`config.mk`:
```
export PLATFORM = sky130hd
export DESIGN_NAME = axil_cmd_master_flat
export DESIGN_NICKNAME = d
export VERILOG_FILES = /design/src/rtl/axil_cmd_master_pkg.sv /design/src/rtl/axil_if.sv /design/src/rtl/axil_cmd_master.sv /design/src/flat_wrapper.sv
export SDC_FILE = /design/constraint.sdc
export NUM_CORES = 1
export LEC_CHECK = 0
export ABC_AREA = 1
export BUFFER_PORTS_ARGS = -buffer_cell sky130_fd_sc_hd__buf_4
export CORE_UTILIZATION = 45
export DETAILED_ROUTE_END_ITERATION = 10
export GPL_TIMING_DRIVEN = 0
export MAX_ROUTING_LAYER = met4
export PLACE_DENSITY = 0.81
export REMOVE_ABC_BUFFERS = 1
export SLEW_MARGIN = 15
export SYNTH_ARGS = -nofsm -noshare
export SYNTH_HDL_FRONTEND = slang
export SYNTH_SLANG_ARGS = --single-unit
```
`constraint.sdc`:
```
create_clock -name clk_i -period 1.9 [get_ports clk_i]
set_clock_uncertainty 0.1 [all_clocks]
set_input_delay 0.285 -clock clk_i [delete_from_list [all_inputs] [get_ports clk_i]]
set_output_delay 0.285 -clock clk_i [all_outputs]
set_load 0.01 [all_outputs]
```
`src/rtl/axil_cmd_master_pkg.sv`:
```
// Shared types for the AXI-Lite command master.
// Holds the FSM state encoding, AXI response codes and the command bundle.
package axil_cmd_master_pkg;

  localparam int CMD_AW = 32;
  localparam int CMD_DW = 32;

  localparam logic [1:0] RESP_OKAY   = 2'b00;
  localparam logic [1:0] RESP_SLVERR = 2'b10;
  localparam logic [1:0] RESP_DECERR = 2'b11;

  typedef enum logic [2:0] {
    IDLE,
    WR,
    WR_B,
    RD,
    RD_R,
    RSP
  } state_t;

  typedef struct packed {
    logic              write;
    logic [CMD_AW-1:0] addr;
    logic [CMD_DW-1:0] wdata;
    logic [CMD_DW/8-1:0] wstrb;
  } cmd_t;

endpackage

```
`src/rtl/axil_if.sv`:
```
// AXI4-Lite bus bundle with master and slave views.
// Clock and reset live outside the bundle.
interface axil_if #(
  parameter int ADDR_WIDTH = 32,
  parameter int DATA_WIDTH = 32
) ();

  logic [ADDR_WIDTH-1:0]   awaddr;
  logic [2:0]              awprot;
  logic                    awvalid;
  logic                    awready;
  logic [DATA_WIDTH-1:0]   wdata;
  logic [DATA_WIDTH/8-1:0] wstrb;
  logic                    wvalid;
  logic                    wready;
  logic [1:0]              bresp;
  logic                    bvalid;
  logic                    bready;
  logic [ADDR_WIDTH-1:0]   araddr;
  logic [2:0]              arprot;
  logic                    arvalid;
  logic                    arready;
  logic [DATA_WIDTH-1:0]   rdata;
  logic [1:0]              rresp;
  logic                    rvalid;
  logic                    rready;

  modport master (
    output awaddr, awprot, awvalid,
    input  awready,
    output wdata, wstrb, wvalid,
    input  wready,
    input  bresp, bvalid,
    output bready,
    output araddr, arprot, arvalid,
    input  arready,
    input  rdata, rresp, rvalid,
    output rready
  );

  modport slave (
    input  awaddr, awprot, awvalid,
    output awready,
    input  wdata, wstrb, wvalid,
    output wready,
    output bresp, bvalid,
    input  bready,
    input  araddr, arprot, arvalid,
    output arready,
    output rdata, rresp, rvalid,
    input  rready
  );

endinterface

```
`src/rtl/axil_cmd_master.sv`:
```
// Single-outstanding AXI-Lite master behind a valid/ready command port.
// Optional hung-slave watchdog: AXIL_CMD_MASTER_TIMEOUT_EN (adds timeout_o).
module axil_cmd_master
  import axil_cmd_master_pkg::*;
#(
  parameter int ADDR_WIDTH = 32,
  parameter int DATA_WIDTH = 32
`ifdef AXIL_CMD_MASTER_TIMEOUT_EN
  ,
  parameter int TIMEOUT_CYCLES = 1024
`endif
) (
  input  logic                    clk_i,
  input  logic                    arstn_i,
  input  logic                    cmd_valid_i,
  output logic                    cmd_ready_o,
  input  logic                    cmd_write_i,
  input  logic [ADDR_WIDTH-1:0]   cmd_addr_i,
  input  logic [DATA_WIDTH-1:0]   cmd_wdata_i,
  input  logic [DATA_WIDTH/8-1:0] cmd_wstrb_i,
  output logic                    rsp_valid_o,
  input  logic                    rsp_ready_i,
  output logic [DATA_WIDTH-1:0]   rsp_rdata_o,
  output logic [1:0]              rsp_resp_o,
  output logic                    rsp_write_o,
`ifdef AXIL_CMD_MASTER_TIMEOUT_EN
  output logic                    timeout_o,
`endif
  axil_if.master                  m_axil
);

  state_t state_q, state_d;
  cmd_t   cmd_q, cmd_d;

  logic cmd_ready_q, cmd_ready_d;
  logic awvalid_q, awvalid_d;
  logic wvalid_q, wvalid_d;
  logic bready_q, bready_d;
  logic arvalid_q, arvalid_d;
  logic rready_q, rready_d;
  logic rsp_valid_q, rsp_valid_d;
  logic rsp_write_q, rsp_write_d;
  logic [1:0] rsp_resp_q, rsp_resp_d;
  logic [DATA_WIDTH-1:0] rsp_rdata_q, rsp_rdata_d;

`ifdef AXIL_CMD_MASTER_TIMEOUT_EN
  localparam int CNT_W = (TIMEOUT_CYCLES > 2) ? $clog2(TIMEOUT_CYCLES) : 1;
  localparam logic [CNT_W-1:0] CNT_MAX = CNT_W'(TIMEOUT_CYCLES - 1);
  logic [CNT_W-1:0] cnt_q, cnt_d;
  logic timeout_q, timeout_d;
  logic busy;
`endif

  // next-state and registered-output logic
  always_comb begin
    state_d     = state_q;
    cmd_d       = cmd_q;
    cmd_ready_d = cmd_ready_q;
    awvalid_d   = awvalid_q;
    wvalid_d    = wvalid_q;
    bready_d    = bready_q;
    arvalid_d   = arvalid_q;
    rready_d    = rready_q;
    rsp_valid_d = rsp_valid_q;
    rsp_write_d = rsp_write_q;
    rsp_resp_d  = rsp_resp_q;
    rsp_rdata_d = rsp_rdata_q;
    unique case (state_q)
      IDLE: begin
        if (cmd_valid_i && cmd_ready_q) begin
          cmd_d.write = cmd_write_i;
          cmd_d.addr  = CMD_AW'(cmd_addr_i);
          cmd_d.wdata = CMD_DW'(cmd_wdata_i);
          cmd_d.wstrb = (CMD_DW/8)'(cmd_wstrb_i);
          cmd_ready_d = 1'b0;
          if (cmd_write_i) begin
            state_d   = WR;
            awvalid_d = 1'b1;
            wvalid_d  = 1'b1;
          end else begin
            state_d   = RD;
            arvalid_d = 1'b1;
          end
        end
      end
      WR: begin
        if (awvalid_q && m_axil.awready) awvalid_d = 1'b0;
        if (wvalid_q && m_axil.wready) wvalid_d = 1'b0;
        if (!awvalid_d && !wvalid_d) begin
          state_d  = WR_B;
          bready_d = 1'b1;
        end
      end
      WR_B: begin
        if (m_axil.bvalid && bready_q) begin
          bready_d    = 1'b0;
          rsp_valid_d = 1'b1;
          rsp_write_d = cmd_q.write;
          rsp_resp_d  = m_axil.bresp;
          rsp_rdata_d = '0;
          state_d     = RSP;
        end
      end
      RD: begin
        if (m_axil.arready) begin
          arvalid_d = 1'b0;
          rready_d  = 1'b1;
          state_d   = RD_R;
        end
      end
      RD_R: begin
        if (m_axil.rvalid && rready_q) begin
          rready_d    = 1'b0;
          rsp_valid_d = 1'b1;
          rsp_write_d = cmd_q.write;
          rsp_resp_d  = m_axil.rresp;
          rsp_rdata_d = m_axil.rdata;
          state_d     = RSP;
        end
      end
      RSP: begin
        if (rsp_ready_i) begin
          rsp_valid_d = 1'b0;
          cmd_ready_d = 1'b1;
          state_d     = IDLE;
        end
      end
      default: begin
        state_d     = IDLE;
        cmd_ready_d = 1'b1;
      end
    endcase
`ifdef AXIL_CMD_MASTER_TIMEOUT_EN
    timeout_d = timeout_q;
    cnt_d     = '0;
    busy      = (state_q != IDLE) && (state_q != RSP);
    if (busy && (state_d == state_q)) begin
      if (cnt_q == CNT_MAX) begin
        awvalid_d   = 1'b0;
        wvalid_d    = 1'b0;
        bready_d    = 1'b0;
        arvalid_d   = 1'b0;
        rready_d    = 1'b0;
        rsp_valid_d = 1'b1;
        rsp_write_d = cmd_q.write;
        rsp_resp_d  = RESP_DECERR;
        rsp_rdata_d = '0;
        timeout_d   = 1'b1;
        state_d     = RSP;
      end else begin
        cnt_d = cnt_q + 1'b1;
      end
    end
`endif
  end

  // state and output registers
  always_ff @(posedge clk_i or negedge arstn_i) begin
    if (!arstn_i) begin
      state_q     <= IDLE;
      cmd_q       <= '0;
      cmd_ready_q <= 1'b1;
      awvalid_q   <= 1'b0;
      wvalid_q    <= 1'b0;
      bready_q    <= 1'b0;
      arvalid_q   <= 1'b0;
      rready_q    <= 1'b0;
      rsp_valid_q <= 1'b0;
      rsp_write_q <= 1'b0;
      rsp_resp_q  <= '0;
      rsp_rdata_q <= '0;
`ifdef AXIL_CMD_MASTER_TIMEOUT_EN
      cnt_q       <= '0;
      timeout_q   <= 1'b0;
`endif
    end else begin
      state_q     <= state_d;
      cmd_q       <= cmd_d;
      cmd_ready_q <= cmd_ready_d;
      awvalid_q   <= awvalid_d;
      wvalid_q    <= wvalid_d;
      bready_q    <= bready_d;
      arvalid_q   <= arvalid_d;
      rready_q    <= rready_d;
      rsp_valid_q <= rsp_valid_d;
      rsp_write_q <= rsp_write_d;
      rsp_resp_q  <= rsp_resp_d;
      rsp_rdata_q <= rsp_rdata_d;
`ifdef AXIL_CMD_MASTER_TIMEOUT_EN
      cnt_q       <= cnt_d;
      timeout_q   <= timeout_d;
`endif
    end
  end

  assign cmd_ready_o = cmd_ready_q;
  assign rsp_valid_o = rsp_valid_q;
  assign rsp_rdata_o = rsp_rdata_q;
  assign rsp_resp_o  = rsp_resp_q;
  assign rsp_write_o = rsp_write_q;
`ifdef AXIL_CMD_MASTER_TIMEOUT_EN
  assign timeout_o   = timeout_q;
`endif

  assign m_axil.awaddr  = ADDR_WIDTH'(cmd_q.addr);
  assign m_axil.awprot  = 3'b000;
  assign m_axil.awvalid = awvalid_q;
  assign m_axil.wdata   = DATA_WIDTH'(cmd_q.wdata);
  assign m_axil.wstrb   = (DATA_WIDTH/8)'(cmd_q.wstrb);
  assign m_axil.wvalid  = wvalid_q;
  assign m_axil.bready  = bready_q;
  assign m_axil.araddr  = ADDR_WIDTH'(cmd_q.addr);
  assign m_axil.arprot  = 3'b000;
  assign m_axil.arvalid = arvalid_q;
  assign m_axil.rready  = rready_q;

endmodule
```
`src/flat_wrapper.sv`:
```
// flat-port wrapper written by rule: the top's interface ports become plain ports
module axil_cmd_master_flat import axil_cmd_master_pkg::*;
#(
  parameter int ADDR_WIDTH = 32,
  parameter int DATA_WIDTH = 32

)
  (clk_i, arstn_i, cmd_valid_i, cmd_ready_o, cmd_write_i, cmd_addr_i, cmd_wdata_i, cmd_wstrb_i, rsp_valid_o, rsp_ready_i, rsp_rdata_o, rsp_resp_o, rsp_write_o, m_axil_awaddr, m_axil_awprot, m_axil_awvalid, m_axil_awready, m_axil_wdata, m_axil_wstrb, m_axil_wvalid, m_axil_wready, m_axil_bresp, m_axil_bvalid, m_axil_bready, m_axil_araddr, m_axil_arprot, m_axil_arvalid, m_axil_arready, m_axil_rdata, m_axil_rresp, m_axil_rvalid, m_axil_rready);
  axil_if #(.ADDR_WIDTH(ADDR_WIDTH), .DATA_WIDTH(DATA_WIDTH)) m_axil_i ();
  input  logic clk_i;
  input  logic arstn_i;
  input  logic cmd_valid_i;
  output logic cmd_ready_o;
  input  logic cmd_write_i;
  input  logic [ADDR_WIDTH-1:0] cmd_addr_i;
  input  logic [DATA_WIDTH-1:0] cmd_wdata_i;
  input  logic [DATA_WIDTH/8-1:0] cmd_wstrb_i;
  output logic rsp_valid_o;
  input  logic rsp_ready_i;
  output logic [DATA_WIDTH-1:0] rsp_rdata_o;
  output logic [1:0] rsp_resp_o;
  output logic rsp_write_o;
  output wire logic [$bits(m_axil_i.awaddr)-1:0] m_axil_awaddr;
  output wire logic [$bits(m_axil_i.awprot)-1:0] m_axil_awprot;
  output wire logic [$bits(m_axil_i.awvalid)-1:0] m_axil_awvalid;
  input wire logic [$bits(m_axil_i.awready)-1:0] m_axil_awready;
  output wire logic [$bits(m_axil_i.wdata)-1:0] m_axil_wdata;
  output wire logic [$bits(m_axil_i.wstrb)-1:0] m_axil_wstrb;
  output wire logic [$bits(m_axil_i.wvalid)-1:0] m_axil_wvalid;
  input wire logic [$bits(m_axil_i.wready)-1:0] m_axil_wready;
  input wire logic [$bits(m_axil_i.bresp)-1:0] m_axil_bresp;
  input wire logic [$bits(m_axil_i.bvalid)-1:0] m_axil_bvalid;
  output wire logic [$bits(m_axil_i.bready)-1:0] m_axil_bready;
  output wire logic [$bits(m_axil_i.araddr)-1:0] m_axil_araddr;
  output wire logic [$bits(m_axil_i.arprot)-1:0] m_axil_arprot;
  output wire logic [$bits(m_axil_i.arvalid)-1:0] m_axil_arvalid;
  input wire logic [$bits(m_axil_i.arready)-1:0] m_axil_arready;
  input wire logic [$bits(m_axil_i.rdata)-1:0] m_axil_rdata;
  input wire logic [$bits(m_axil_i.rresp)-1:0] m_axil_rresp;
  input wire logic [$bits(m_axil_i.rvalid)-1:0] m_axil_rvalid;
  output wire logic [$bits(m_axil_i.rready)-1:0] m_axil_rready;
  assign m_axil_awaddr = m_axil_i.awaddr;
  assign m_axil_awprot = m_axil_i.awprot;
  assign m_axil_awvalid = m_axil_i.awvalid;
  assign m_axil_i.awready = m_axil_awready;
  assign m_axil_wdata = m_axil_i.wdata;
  assign m_axil_wstrb = m_axil_i.wstrb;
  assign m_axil_wvalid = m_axil_i.wvalid;
  assign m_axil_i.wready = m_axil_wready;
  assign m_axil_i.bresp = m_axil_bresp;
  assign m_axil_i.bvalid = m_axil_bvalid;
  assign m_axil_bready = m_axil_i.bready;
  assign m_axil_araddr = m_axil_i.araddr;
  assign m_axil_arprot = m_axil_i.arprot;
  assign m_axil_arvalid = m_axil_i.arvalid;
  assign m_axil_i.arready = m_axil_arready;
  assign m_axil_i.rdata = m_axil_rdata;
  assign m_axil_i.rresp = m_axil_rresp;
  assign m_axil_i.rvalid = m_axil_rvalid;
  assign m_axil_rready = m_axil_i.rready;
  axil_cmd_master #(.ADDR_WIDTH(ADDR_WIDTH), .DATA_WIDTH(DATA_WIDTH)) u_core (.clk_i(clk_i), .arstn_i(arstn_i), .cmd_valid_i(cmd_valid_i), .cmd_ready_o(cmd_ready_o), .cmd_write_i(cmd_write_i), .cmd_addr_i(cmd_addr_i), .cmd_wdata_i(cmd_wdata_i), .cmd_wstrb_i(cmd_wstrb_i), .rsp_valid_o(rsp_valid_o), .rsp_ready_i(rsp_ready_i), .rsp_rdata_o(rsp_rdata_o), .rsp_resp_o(rsp_resp_o), .rsp_write_o(rsp_write_o), .m_axil(m_axil_i));
endmodule
```
==> flow_summary.toml <==
[setup_path]
crit_end = "u_core.rsp_rdata_o[3]"
startpoint = "u_core.state_q[0]"
rr_worst_depth = 9
critPathKind = "flip-flop to flip-flop"
cp-end-kind = "flip-flop"
cp_data_required_time_ns = 2.21
crit_fanout = 7
cp.arrival_ns = 2.13
r2r_slack_ns = 0.08
timing.rr.start = "u_core.state_q[0]"
worstSetupStartpointType = "flip-flop"
reg2reg_to = "u_core.rsp_rdata_o[3]"

[sta]
finalSetupTns_ns = 0
holdWs_ns = 0.0664
hold_violations = 0
min_period_over_period_pct = 95.7
fmax_mhz = 550
tightestPinTransition_ns = 1.04
setup_viol = 0
relSlewSlack_pct = 30.4
min_period_ns = 1.82
slew_violations = 0

[detailed_routing]
viasPerCell = 5.08
ant_nets = 0
drc_errors = 0
drt_wl_total_um = 18600
num_vias = 5390
drtIter0Drc = 457
wire_per_inst_um = 17.5
drtPass1Iterations = 5

[floorplan]
start_util_pct = 46.3
die_area_um2 = 11000
core_area_um2 = 10300
die_y_um = 105
io_pins = 262
num_rows = 37
die_x_um = 105

[flow_run]
maxCapViolCount = 0

[synth]
synth-warning-count = 0
postSynthCellCount = 571
synth.distinct_cells = 19
ys_top_cells_by_area = "dfrtp_1 (59%), nand2_1 (28%), buf_4 (6.0%)"
synth_top_area_cell = "dfrtp_1"
syn_area_um2 = 4780
avgSynthCellArea_um2 = 8.37
synth_top_area_share_pct = 59.1
seq_area_frac_synth_pct = 59.7
synth_seq_cells = 114

[clocking]
cts-htree-levels = 4
clk_latency_ns = 0.52
cts_buffer_depth = 2
cts-root-buf = "clkbuf_8"
cts_tree = "done"
cts_inserted_buffers = 17
cts.clk_slew.worst_paths_ns = 0.06
cts.sinks = 114

[run_status]
status = "completed"

[power_and_ir_drop]
leakagePower_nw = 4.81
vdd_drop_max_mv = 0.494
power_density_nw_per_um2 = 739
finalPower_mw = 6.22

[placed_design]
port-buffer-count = 255
place_area_um2 = 6560
dpl.hpwl_um = 9400
gp_congestion = 0.913

[final_layout]
area_delta_synth_final_pct = 76.1
utilization_pct = 81.6
fin_nets = 1025
fin_area_um2 = 8420
drive_gt1_share_pct = 33.9

[global_route]
grt-ovfl-total = 0
grt_pass1_vias = 5680
grt_max_degree = 115
globalRouteTotalUtil_pct = 35.4
antenna_found_initial = 1
grt_pass1_wl_um = 28900

[min_path]
hold_class = "primary input to flip-flop"
min_from = "m_axil_arready"
[Yosys cell counts]
cell type and number:
dfrtp_1 113, buf_2 10, nand4_2 1, conb_1 1
nor2_1 6, buf_4 38, clkbuf_1 11, nand2_1 351
o21ai_0 3, nor3_4 1, o21a_1 1, a21oi_1 3
inv_2 3, nand3b_1 1, inv_1 14, nand3_1 10
dfstp_2 1, nand4_1 2, a22oi_1 1
[sequential cells by signal, indices dropped and copies added (netlist names)]
signal / count
u_core.m_axil.araddr: 32
u_core.m_axil.wdata: 32
u_core.rsp_rdata_o: 32
u_core.m_axil.wstrb: 4
u_core.state_q: 3
u_core.rsp_resp_o: 2
u_core.cmd_q: 1
u_core.cmd_ready_o: 1
u_core.m_axil.arvalid: 1
u_core.m_axil.awvalid: 1
u_core.m_axil.bready: 1
u_core.m_axil.rready: 1
u_core.m_axil.wvalid: 1
u_core.rsp_valid_o: 1
u_core.rsp_write_o: 1
[per-stage QoR]
step	instances	setup WS, ns
6_report	1061	0.0819
4_1_cts	1059	0.00322
5_1_grt	1061	-0.00396
2_1_floorplan	517	-1.22
3_3_place_gp	908	-2.44
3_5_place_dp	911	-0.406
[what timing repair did]
item,in CTS,in global routing
setup endpoints to repair,105,105
gates resized for setup,11,7
gates cloned,2,0
pin swaps,2,1
buffers inserted,5,1
endpoints found under the hold margin,219,0
hold buffers,109,0
[kinds of logic after synthesis]
family / Yosys count / synth area share [%]
flip-flops: 114 / 59.7
AND/OR/NAND/NOR: 372 / 30.1
other: 1 / 0.0784
buffers and inverters: 76 / 9.21
AO/OA/AOI/OAI: 8 / 0.942
[layout by cell type, fill, tap and decap left out, types with 2 or more instances in the layout]
cell,n
nand2_1,349
buf_4,259
dfrtp_1,110
dlygate4sd3_1,109
clkbuf_16,16
inv_1,13
nand3_1,9
clkinvlp_4,6
conb_1,6
nor2_1,4
bufinv_16,4
o21ai_0,3
clkbuf_8,3
clkinv_4,3
buf_8,3
dfrtp_2,3
inv_2,2
nand2_2,2
nand4_1,2
nand4_4,2
a21oi_1,2
[report_power, final]
| part | switching (mW) | internal, mW |
|---|---|---|
| combinational | 0.148 | 0.294 |
| sequential | 0 | 2.43 |
| clock | 1.15 | 2.20 |
| total | 1.29 | 4.92 |
[final cells by class]
type	count	area, µm²
Sequential cell	114	2860
Multi-Input combinational cell	387	1570
Fill cell	544	1900
Inverter	17	75.1
Antenna cell	1	2.50
Clock inverter	12	181
Timing Repair inverter	1	7.51
Timing Repair Buffer	373	3110
Tap cell	136	170
Clock buffer	20	445
[metal layers]
layer,part of all wire (%),track usage (%),up-vias
li1,-,-,2370
met1,36,37.8,2585
met2,52,61.2,357
met3,7.5,8.42,78
met4,5.1,18.5,0
met5,0,-,-
[critical path: stages, from the launching register on]
cell        delay [ns]
dfrtp_2           0.47
nor2_4            0.19
nand3_4           0.14
nand2_1           0.15
inv_1             0.07
nand2_2           0.14
clkinvlp_4        0.14
buf_4             0.18
nand2_1           0.08
nand2_1           0.06
[worst min-delay path by stage]
stage,to,slack [ns],depth (start not counted)
floorplan,u_core.cmd_q[68],-0.11,0
global placement,u_core.m_axil.wdata[29],0.36,2
global route,u_core.m_axil.arvalid,0.12,6
finish,u_core.m_axil.arvalid,0.07,6
CTS,u_core.m_axil.arvalid,0.05,6
detailed placement,u_core.m_axil.wdata[24],0.36,2
Power figures use the tool's default switching activity.
